<file path="src/rtl/apb_arb_master.sv">
// Two-requester APB master: round-robin arbitration, SETUP/ACCESS sequencing,
// and a wait-state timeout so that a stalled slave cannot hang either requester.
module apb_arb_master #(
    parameter int unsigned ADDR_W  = 4,
    parameter int unsigned DATA_W  = 8,
    parameter int unsigned TIMEOUT = 16
) (
    input  logic              pclk,
    input  logic              presetn,
    input  logic              req0,
    input  logic              req1,
    input  logic              wr0,
    input  logic              wr1,
    input  logic [ADDR_W-1:0] addr0,
    input  logic [ADDR_W-1:0] addr1,
    input  logic [DATA_W-1:0] wdata0,
    input  logic [DATA_W-1:0] wdata1,
    output logic              done0,
    output logic              done1,
    output logic [DATA_W-1:0] rdata,
    output logic              err,
    output logic              psel,
    output logic              penable,
    output logic              pwrite,
    output logic [ADDR_W-1:0] paddr,
    output logic [DATA_W-1:0] pwdata,
    input  logic [DATA_W-1:0] prdata,
    input  logic              pready,
    input  logic              pslverr
);

    localparam int unsigned CNT_W = (TIMEOUT > 1) ? $clog2(TIMEOUT) : 1;
    localparam logic [CNT_W-1:0] CNT_LAST = CNT_W'(TIMEOUT - 1);

    typedef enum logic [1:0] {
        IDLE   = 2'd0,
        SETUP  = 2'd1,
        ACCESS = 2'd2
    } state_t;

    state_t              state_q, state_d;
    logic                psel_q, psel_d;
    logic                penable_q, penable_d;
    logic                pwrite_q, pwrite_d;
    logic [ADDR_W-1:0]   paddr_q, paddr_d;
    logic [DATA_W-1:0]   pwdata_q, pwdata_d;
    logic                done0_q, done0_d;
    logic                done1_q, done1_d;
    logic                err_q, err_d;
    logic [DATA_W-1:0]   rdata_q, rdata_d;
    logic                last_q, last_d;
    logic                grant_q, grant_d;
    logic [CNT_W-1:0]    cnt_q, cnt_d;
    logic                win;

    // State and output registers; reset clears everything, last grant points at port 1
    always_ff @(posedge pclk or negedge presetn) begin
        if (!presetn) begin
            state_q   <= IDLE;
            psel_q    <= 1'b0;
            penable_q <= 1'b0;
            pwrite_q  <= 1'b0;
            paddr_q   <= '0;
            pwdata_q  <= '0;
            done0_q   <= 1'b0;
            done1_q   <= 1'b0;
            err_q     <= 1'b0;
            rdata_q   <= '0;
            last_q    <= 1'b1;
            grant_q   <= 1'b0;
            cnt_q     <= '0;
        end else begin
            state_q   <= state_d;
            psel_q    <= psel_d;
            penable_q <= penable_d;
            pwrite_q  <= pwrite_d;
            paddr_q   <= paddr_d;
            pwdata_q  <= pwdata_d;
            done0_q   <= done0_d;
            done1_q   <= done1_d;
            err_q     <= err_d;
            rdata_q   <= rdata_d;
            last_q    <= last_d;
            grant_q   <= grant_d;
            cnt_q     <= cnt_d;
        end
    end

    // Round-robin pick: a lone request wins, a tie goes to the port not granted last
    always_comb begin
        win = (req0 && req1) ? ~last_q : req1;
    end

    // Next-state and next-output logic
    always_comb begin
        state_d   = state_q;
        psel_d    = psel_q;
        penable_d = penable_q;
        pwrite_d  = pwrite_q;
        paddr_d   = paddr_q;
        pwdata_d  = pwdata_q;
        done0_d   = 1'b0;
        done1_d   = 1'b0;
        err_d     = err_q;
        rdata_d   = rdata_q;
        last_d    = last_q;
        grant_d   = grant_q;
        cnt_d     = cnt_q;

        case (state_q)
            IDLE: begin
                if (req0 || req1) begin
                    grant_d   = win;
                    last_d    = win;
                    psel_d    = 1'b1;
                    penable_d = 1'b0;
                    pwrite_d  = win ? wr1 : wr0;
                    paddr_d   = win ? addr1 : addr0;
                    pwdata_d  = win ? wdata1 : wdata0;
                    state_d   = SETUP;
                end
            end
            SETUP: begin
                penable_d = 1'b1;
                cnt_d     = '0;
                state_d   = ACCESS;
            end
            ACCESS: begin
                if (pready) begin
                    psel_d    = 1'b0;
                    penable_d = 1'b0;
                    done0_d   = ~grant_q;
                    done1_d   = grant_q;
                    err_d     = pslverr;
                    rdata_d   = pwrite_q ? '0 : prdata;
                    state_d   = IDLE;
                end else if (cnt_q == CNT_LAST) begin
                    psel_d    = 1'b0;
                    penable_d = 1'b0;
                    done0_d   = ~grant_q;
                    done1_d   = grant_q;
                    err_d     = 1'b1;
                    rdata_d   = '0;
                    state_d   = IDLE;
                end else begin
                    cnt_d = cnt_q + CNT_W'(1);
                end
            end
            default: begin
                state_d = IDLE;
            end
        endcase
    end

    assign psel    = psel_q;
    assign penable = penable_q;
    assign pwrite  = pwrite_q;
    assign paddr   = paddr_q;
    assign pwdata  = pwdata_q;
    assign done0   = done0_q;
    assign done1   = done1_q;
    assign err     = err_q;
    assign rdata   = rdata_q;

endmodule

</file>
<file path="config.mk">
export PLATFORM = sky130hd
export DESIGN_NAME = apb_arb_master
export DESIGN_NICKNAME = d
export VERILOG_FILES = /design/src/rtl/apb_arb_master.sv
export SDC_FILE = /design/constraint.sdc
export NUM_CORES = 1
export LEC_CHECK = 0
export ABC_CLOCK_PERIOD_IN_PS = 2100
export CORE_AREA = 8 8 83 63
export CTS_CLUSTER_DIAMETER = 50
export CTS_CLUSTER_SIZE = 30
export DETAILED_ROUTE_END_ITERATION = 10
export DIE_AREA = 0 0 91 71
export PLACE_DENSITY = 0.89
export SLEW_MARGIN = 40
export SYNTH_ARGS = -nofsm -noshare
export SYNTH_HDL_FRONTEND = slang
export SYNTH_SLANG_ARGS = --single-unit
</file>
<file path="constraint.sdc">
create_clock -name pclk -period 2.1 [get_ports pclk]
set_clock_uncertainty 0.15 [all_clocks]
set_input_delay 0.21 -clock pclk [delete_from_list [all_inputs] [get_ports pclk]]
set_output_delay 0.21 -clock pclk [all_outputs]
set_load 0.005 [all_outputs]
</file>
== After elaboration in Yosys (flattened, before gate mapping) ==
Index checks and enable logic that the tools add are counted.
W data, S select, Z words.

* Input bits: 40
* Register bits: 34
* Logic and storage cells: 64

* Reduce and logical (&&, ||, !) cells: 13
* Bitwise gates (word level): 2
* Equality and inequality tests: 7
* Add/subtract/negate cells: 1
* Multiplexer cells: 28

{| class="wikitable"
|+ Operators with widths
! operator !! count
|-
| $mux W8 || 4
|-
| $mux W1 || 14
|-
| $mux W4 || 3
|-
| $reduce_and A3 Y1 || 3
|-
| $pmux W4 S2 || 1
|-
| $mux W2 || 3
|-
| $ne A2 B2 Y1 const B || 3
|-
| $pmux W2 S3 || 1
|-
| $reduce_and A2 Y1 || 3
|-
| $reduce_bool A2 Y1 || 3
|-
| $add A4 B1 Y4 const B || 1
|-
| $eq A4 B4 Y1 const B || 1
|-
| $ne A3 B3 Y1 const B || 1
|-
| $pmux W1 S3 || 1
|-
| $reduce_bool A3 Y1 || 1
|-
| $eq A2 B1 Y1 const B || 1
|-
| $eq A2 B2 Y1 const B || 1
|-
| $logic_not A2 Y1 || 1
|-
| $not A1 Y1 || 2
|-
| $pmux W1 S2 || 1
|-
| $logic_and A1 B1 Y1 || 1
|-
| $logic_or A1 B1 Y1 || 1
|}

== Logic depth before layout (Yosys ltp) ==
Gate-level depths: netlist of run 1.

* Depth in word-level cells: 4
* Depth in mapped cells: 5
* Depth with buffers taken out: 4

== Least setup slack after synthesis of run 1 ==
No wires, ideal clock.

* Path kind: register to register
* Start point: register last_q
* End point: register paddr_q[0] (netlist: paddr[0])
* Data arrival time: 1.396 ns
* Setup slack: 0.429 ns
* Cell stages (with the launch flop): 6
* Buffers on the path: 2
* Path through: dfstp_2 a21bo_1 buf_6 buf_12 mux2_4 mux2_4

* Cells in the longest elaborated chain, start to end: 3

{| class="wikitable"
|+ RTL lines
! element !! RTL line !! source
|-
| from (decl) || 51 || <nowiki>logic last_q, last_d;</nowiki>
|-
| from (signal assigned) || 83 || <nowiki>last_q <= last_d;</nowiki>
|-
| $not A1 Y1 || 91 || <nowiki>win = (req0 && req1) ? ~last_q : req1;</nowiki>
|-
| $mux W1 || 91 ||
|-
| $mux W4 || 118 || <nowiki>paddr_d = win ? addr1 : addr0;</nowiki>
|-
| to (signal assigned) || 77 || <nowiki>paddr_q <= paddr_d;</nowiki>
|-
| to (decl) || 45 || <nowiki>logic [ADDR_W-1:0] paddr_q, paddr_d;</nowiki>
|}

No other way between the ends.
A chain may end at the register's enable or synchronous reset.

== Final worst setup path of run 1 ==
* Start point: register cnt_q[0]
* End point: register cnt_q[0]

* Cells in the longest elaborated chain, start to end: 4
* Elaborated cells between the ends (all ways): 7
* Those cells by class: add/sub: 1; eq/ne: 2; mux: 3; reduce/logical: 1

{| class="wikitable"
|+ RTL lines
! element !! RTL line !! source
|-
| from (decl) || 53 || <nowiki>logic [CNT_W-1:0] cnt_q, cnt_d;</nowiki>
|-
| from (signal assigned) || 85 || <nowiki>cnt_q <= cnt_d;</nowiki>
|-
| $add A4 B1 Y4 || 146 || <nowiki>cnt_d = cnt_q + CNT_W'(1);</nowiki>
|-
| $mux W4 || 137 || <nowiki>end else if (cnt_q == CNT_LAST) begin</nowiki>
|-
| $mux W4 || 129 || <nowiki>if (pready) begin</nowiki>
|-
| $pmux W4 S2 || 110 || <nowiki>case (state_q)</nowiki>
|}

Several ways; a longest one is shown, not always the timed one. The select of a mux whose other input is x is not followed.

==> implementation parameters, run 1 <==
Parameter                              Value

Critical path
  Data arrival time of the critical path    1.76 ns
  Largest fanout on the critical path    4
  Kind of capture point of the worst setup path    flop
  Crit path kind    flop to flop
  Setup crit start kind    flop
  Endpoint required time on the critical path    2.13 ns

STA
  Number of max-slew violations in the final report    0
  Worst-case setup margin in the final layout    0.3723 ns
  Setup total negative slack    0 ns
  Final Cycle Share    0.8227
  Minimum clock period    1.728 ns
  Least-Margin Pin Slew    0.5397 ns
  Final count of hold timing violations    0
  Setup repair after global routing missed its margin    false
  Normalized max-slew margin    0.6378
  Fmax achieved    slightly below 0.6 GHz
  Setup violations, final    0

Clock tree
  Clock insertion delay at the later pin of the skew report    0.29 ns
  Number of buffers inserted for hold repair after clock tree synthesis    0
  CTS tree    yes
  Number of buffers created by CTS    5
  Post-CTS Repair Setup Buffers    0
  Max clock buf depth    2
  CTS clk-pin slew, worst paths    0.08 ns
  Buffer type at the clock tree root    clkbuf_8
  H-tree level count    2
  CTS sink cnt    34
  Post-CTS Resized    0

Min path
  Hold Crit Class    primary input to async pin

Route
  Pre-Repair DR Iteration Count    4
  Detailed-route via count    1174
  Number of DRC violations after detailed routing    0
  Final antenna-violating net count    0
  Via count normalized by instance count    4.811
  DRT Wirelength    3.801 mm
  Mean routed wirelength per cell    15.58 um
  Number of DRC violations after detailed-routing iteration 0    25

Synthesis
  Sequential area share after synthesis    0.5316
  Most common library cells after synthesis    dfrtp_1, mux2_4, mux2_2
  Async set-or-reset flop fraction in the synthesized netlist    1.000
  YS warnings    0
  Number of different library cells in the post-synthesis netlist    34
  Synthesized Nets    157
  Register bit total from synthesis    34
  Number of enable-type register cells in the synthesized netlist    0
  Most repeated cell in the gate-level netlist after synthesis    dfrtp_1
  Cell area after technology mapping    1603 um^2
  Cells after Synth    116
  Most instantiated flip-flop cell in the synthesis netlist    dfrtp_1
  Dominant cell type by area after synthesis    dfrtp_1
  Top-area cell type share of the netlist area    0.5152
  Post-Syn Area per Cell    13.82 um^2
  Leading post-synthesis cells by cell area    dfrtp_1, mux2_4, mux2_2

GRT
  Wire length of the first global-routing pass    6.341 mm
  Global router's overall resource usage    0.1219
  Total gr overflow    0
  Number of global-route vias before repair    1234
  Maximum number of pins on one net before global-route repair    35
  Initial antenna violation count    0

Placement
  Pre-CTS worst setup slack    a little over 0.2 ns
  Number of buffers added on ports    65
  HPWL reported at the end of detailed placement    2.815 mm
  Gpl congestion    0.7938

Floorplan
  Number of I/O pins    66
  Starting Density    0.3954
  Area of the core region    4054 um^2
  Die Area    about 6500 um^2
  Floorplan die width    91 um
  Chip height    71 um
  Number of core rows    20

Final layout
  Area added between synthesis and finish    51.13%
  Share of layout cells above drive strength 1    0.2222
  Number of nets in the layout    229
  Count of antenna diodes in the layout    0
  Filler cell count in the final layout    344

Pwr
  Power per cell area    1234 nW/um^2
  Worst voltage drop across the vdd grid    0.5775 mV
  Static leakage    1.085 nW

Flow run
  Max-capacitance violation count    0

Run status
  Outcome    complete, no violations
-- logic make-up after synthesis --
| family | Yosys count | synth area share |
|---|---|---|
| flip-flops | 34 | 0.5316 |
| multiplexers | 28 | 0.2326 |
| buffers and inverters | 10 | 0.04215 |
| AND/OR/NAND/NOR | 20 | 0.07261 |
| adder cells (fa/ha/maj) | 2 | 0.01405 |
| XOR/XNOR | 1 | 0.005465 |
| AO/OA/AOI/OAI | 21 | 0.1015 |
-- final timing paths --
path                       startpoint       end  slack (ns)  cells past startpoint
max                          cnt_q[0]  cnt_q[0]        0.37                      4
min                           presetn  rdata[0]        0.18                      2
max reg2reg                  cnt_q[0]  cnt_q[0]        0.37                      4
min reg2reg                   grant_q     done0        0.29                      1
max in group asynchronous     presetn    last_q        1.27                      2
min in group pclk             grant_q     done0        0.29                      1
-- worst max-delay path: stages, from the launching register on --
cell and delay (ns):
dfrtp_1 0.42, ha_1 0.26, a311oi_1 0.47, xor2_1 0.13, a22o_1 0.20
-- routing by layer --
layer  global-route usage  wire (um)  up-vias
met1               0.1530       1766      569
li1                     -          -      562
met2               0.1838       1758       38
met5                    0          0        -
met3              0.04334        227        5
met4              0.05425         48        0
-- where the power goes --
group / total [mW] / switching (mW) / leakage [nW] / internal, mW
Combinational: 1.33 / 0.423 / 0.619 / 0.902
Clock: 0.509 / 0.245 / 0.0472 / 0.263
Sequential: 1.16 / 0.212 / 0.419 / 0.944
Total: 2.99 / 0.880 / 1.09 / 2.11
-- sequential cells by signal, indices dropped and copies added, names as in the netlist, 2 cells and up --
signal and count:
pwdata 8, rdata 8, cnt_q 4, paddr 4, state_q 2
-- cell usage in the layout, fill, tap and decap left out, types with 2 or more instances in the layout --
cell type	netlist	routed
clkdlybuf4s50_1	0	65
dfrtp_1	33	33
mux2_4	16	16
mux2_2	10	10
a22o_1	9	9
nor2_1	7	7
clkbuf_8	0	6
buf_4	1	5
inv_1	4	4
o21ai_0	3	3
nand2_1	3	3
a21oi_1	3	3
and3_1	2	2
mux2i_1	2	2
-- per-stage QoR --
step	instance area (um^2)	cells	hold WS (ns)	util	power, mW
floorplan	1603	116	-0.2356	-	1.823
global placement	2327	236	0.2590	0.5741	2.476
detailed placement	2327	236	0.2712	0.5741	2.509
CTS	2422	244	0.1959	0.5975	3.033
global route	2422	244	0.2215	0.5975	3.190
finish	2422	244	0.1796	0.5975	2.990
-- layout make-up --
class                   instances  area (um^2)  area share
flip-flops and latches         34        852.1      0.3518
repair buffers                 71        708.2      0.2924
multi-input cells              72        683.2      0.2820
clock buffers                   6        82.58     0.03409
well taps                      55        68.82     0.02841
inverters                       4        15.01    0.006198
clock inverters                 2        12.51    0.005165
Note: power is estimated with default switching activity, not from simulation.
==> run 2, diff against run 1 <==
- ABC_CLOCK_PERIOD_IN_PS: 2100 -> 1700
- clock period: 2.1 -> 1.7 ns (I/O delays scaled with it)
==> implementation parameters, run 2 (synthesis results as in run 1) <==
Parameter                              Value

Floorplan
  Area of the core region    4054 um^2
  Chip height    71 um
  Number of I/O pins    66
  Starting Density    0.3954
  Number of core rows    20
  Floorplan die width    roughly 91 um
  Die Area    ~6500 um^2

Final layout
  Share of layout cells above drive strength 1    0.2410
  Area added between synthesis and finish    56.44%
  Combined area of the multi-input logic cells    686.9 um^2
  Number of nets in the layout    235
  Top library cells by usage in the layout, fill and taps aside    clkdlybuf4s50_1, dfrtp_1, mux2_4
  Filler cell count in the final layout    ~330
  Design area    2507 um^2
  Most frequent standard cell in the layout excluding fill and tap cells    clkdlybuf4s50_1
  Area occupied by registers    852.1 um^2
  Count of antenna diodes in the layout    0
  Final cell count without fillers    250

Placement
  Gpl congestion    ~0.8
  # placed instances    ~240
  HPWL reported at the end of detailed placement    3.107 mm
  Post-placement cell area    2352 um^2
  Number of buffers added on ports    65

Clock tree
  Clock insertion delay at the later pin of the skew report    0.29 ns
  Max clock buf depth    2
  CTS tree    yes
  CTS sink cnt    34
  Buffer type at the clock tree root    clkbuf_8
  H-tree level count    2
  CTS clk-pin slew, worst paths    ~0.07 ns
  Number of buffers created by CTS    5

Critical path
  Cells traversed along the worst timing path    a21bo_1 > buf_6 > mux2_2 > mux2_2
  Slowest-stage cell, CP    dfstp_2
  Crit Reg-Reg Startpoint    last_q
  Cell seen most often among critical-path stages    mux2_2
  Kind of capture point of the worst setup path    flop
  Largest fanout on the critical path    5
  Slowest stage delay, CP    0.54 ns
  Start point of the critical path    last_q
  Endpoint required time on the critical path    approximately 1.7 ns
  Setup crit start kind    flop
  Data arrival time of the critical path    around 1.7 ns
  Crit path kind    flop to flop

GRT
  Number of global-route vias before repair    1308
  Total gr overflow    0
  Maximum number of pins on one net before global-route repair    19
  Wire length of the first global-routing pass    6.617 mm
  Global router's overall resource usage    0.1275
  Initial antenna violation count    0

Route
  Via count normalized by instance count    4.900
  Mean routed wirelength per cell    approximately 16 um
  Detailed-route via count    1225
  Number of DRC violations after detailed-routing iteration 0    30
  Number of DRC violations after detailed routing    0
  DRT Wirelength    3.991 mm
  Pre-Repair DR Iteration Count    4
  Final antenna-violating net count    0

Pwr
  Static leakage    ~1.1 nW
  Worst voltage drop across the vdd grid    0.7016 mV
  Power per cell area    approximately 1600 nW/um^2
  Overall power after layout    4.023 mW

STA
  Final count of hold timing violations    0
  Least-Margin Pin Slew    0.5444 ns
  Normalized max-slew margin    0.6358
  Setup total negative slack    0 ns
  Fmax achieved    between 0.5 and 0.6 GHz
  Setup violations, final    0
  Final Cycle Share    0.9933
  Minimum clock period    1.689 ns
  Number of max-slew violations in the final report    0
  Setup repair after global routing missed its margin    true

Run status
  Outcome    complete, no violations

Min path
  Hold Crit Class    flop to flop
  Min-Delay Startpoint    grant_q

Flow run
  Max-capacitance violation count    0
run 2: worst paths after layout:
path / end / cells past startpoint / slack, ns
worst max-delay path: pwdata[7] / 4 / 0.01
worst min-delay path: done0 / 1 / 0.28
worst max register to register: pwdata[7] / 4 / 0.01
worst min register to register: done0 / 1 / 0.28
max in group asynchronous: paddr[0] / 3 / 0.33
min in group asynchronous: state_q[0] / 2 / 0.53
run 2: where the power goes:
part           internal, mW  total, mW  switching [mW]
combinational          1.15       1.72           0.563
clock                 0.587      0.891           0.304
sequential             1.17       1.42           0.250
total                  2.91       4.02            1.12
run 2: stage by stage:
stage               worst slack (ns)  hold WS, ns    util
floorplan                    0.02851      -0.2756       -
finish                       0.01144       0.2753  0.6185
detailed placement           -0.1735       0.2626  0.5802
global placement             -0.1462       0.2658  0.5802
global route                -0.03026       0.2953  0.6185
CTS                         0.001636       0.2749  0.6176
run 2: layout make-up:
type                    count  area share
flip-flops and latches     34      0.3398
clock buffers               5     0.02745
multi-input cells          72      0.2740
clock inverters             3     0.02745
well taps                  55     0.02745
repair buffers             77      0.2979
inverters                   4    0.005988
run 2: critical path: cells and delay by family, from the launching register on:
| family | cells | cell delay (ns) |
|---|---|---|
| mux | 2 | 0.59 |
| flops | 1 | 0.54 |
| compound gates | 1 | 0.16 |
| buf+inv | 1 | 0.15 |
run 2: repair_timing:
action | CTS | global route
hold buffers | 1 | 0
setup buffers | 0 | 0
endpoints found under the setup margin | 4 | 13
pin swaps | 0 | 1
hold endpoints to repair | 6 | 0
resized for setup | 1 | 1
run 2: routing by layer:
| metal | wire (um) | up-vias | global-route usage |
|---|---|---|---|
| met5 | 0 | - | 0 |
| met4 | 59 | 0 | 0.04882 |
| met3 | 281 | 8 | 0.04651 |
| met2 | 2034 | 38 | 0.2215 |
| met1 | 1615 | 600 | 0.1391 |
| li1 | - | 579 | - |
==> run 3, diff against run 2 <==
- GPL_ROUTABILITY_DRIVEN: default -> 0
- SLEW_MARGIN: 40 -> default
==> results of run 3 <==
Final layout, timing and power as in run 2 (identical DEF).
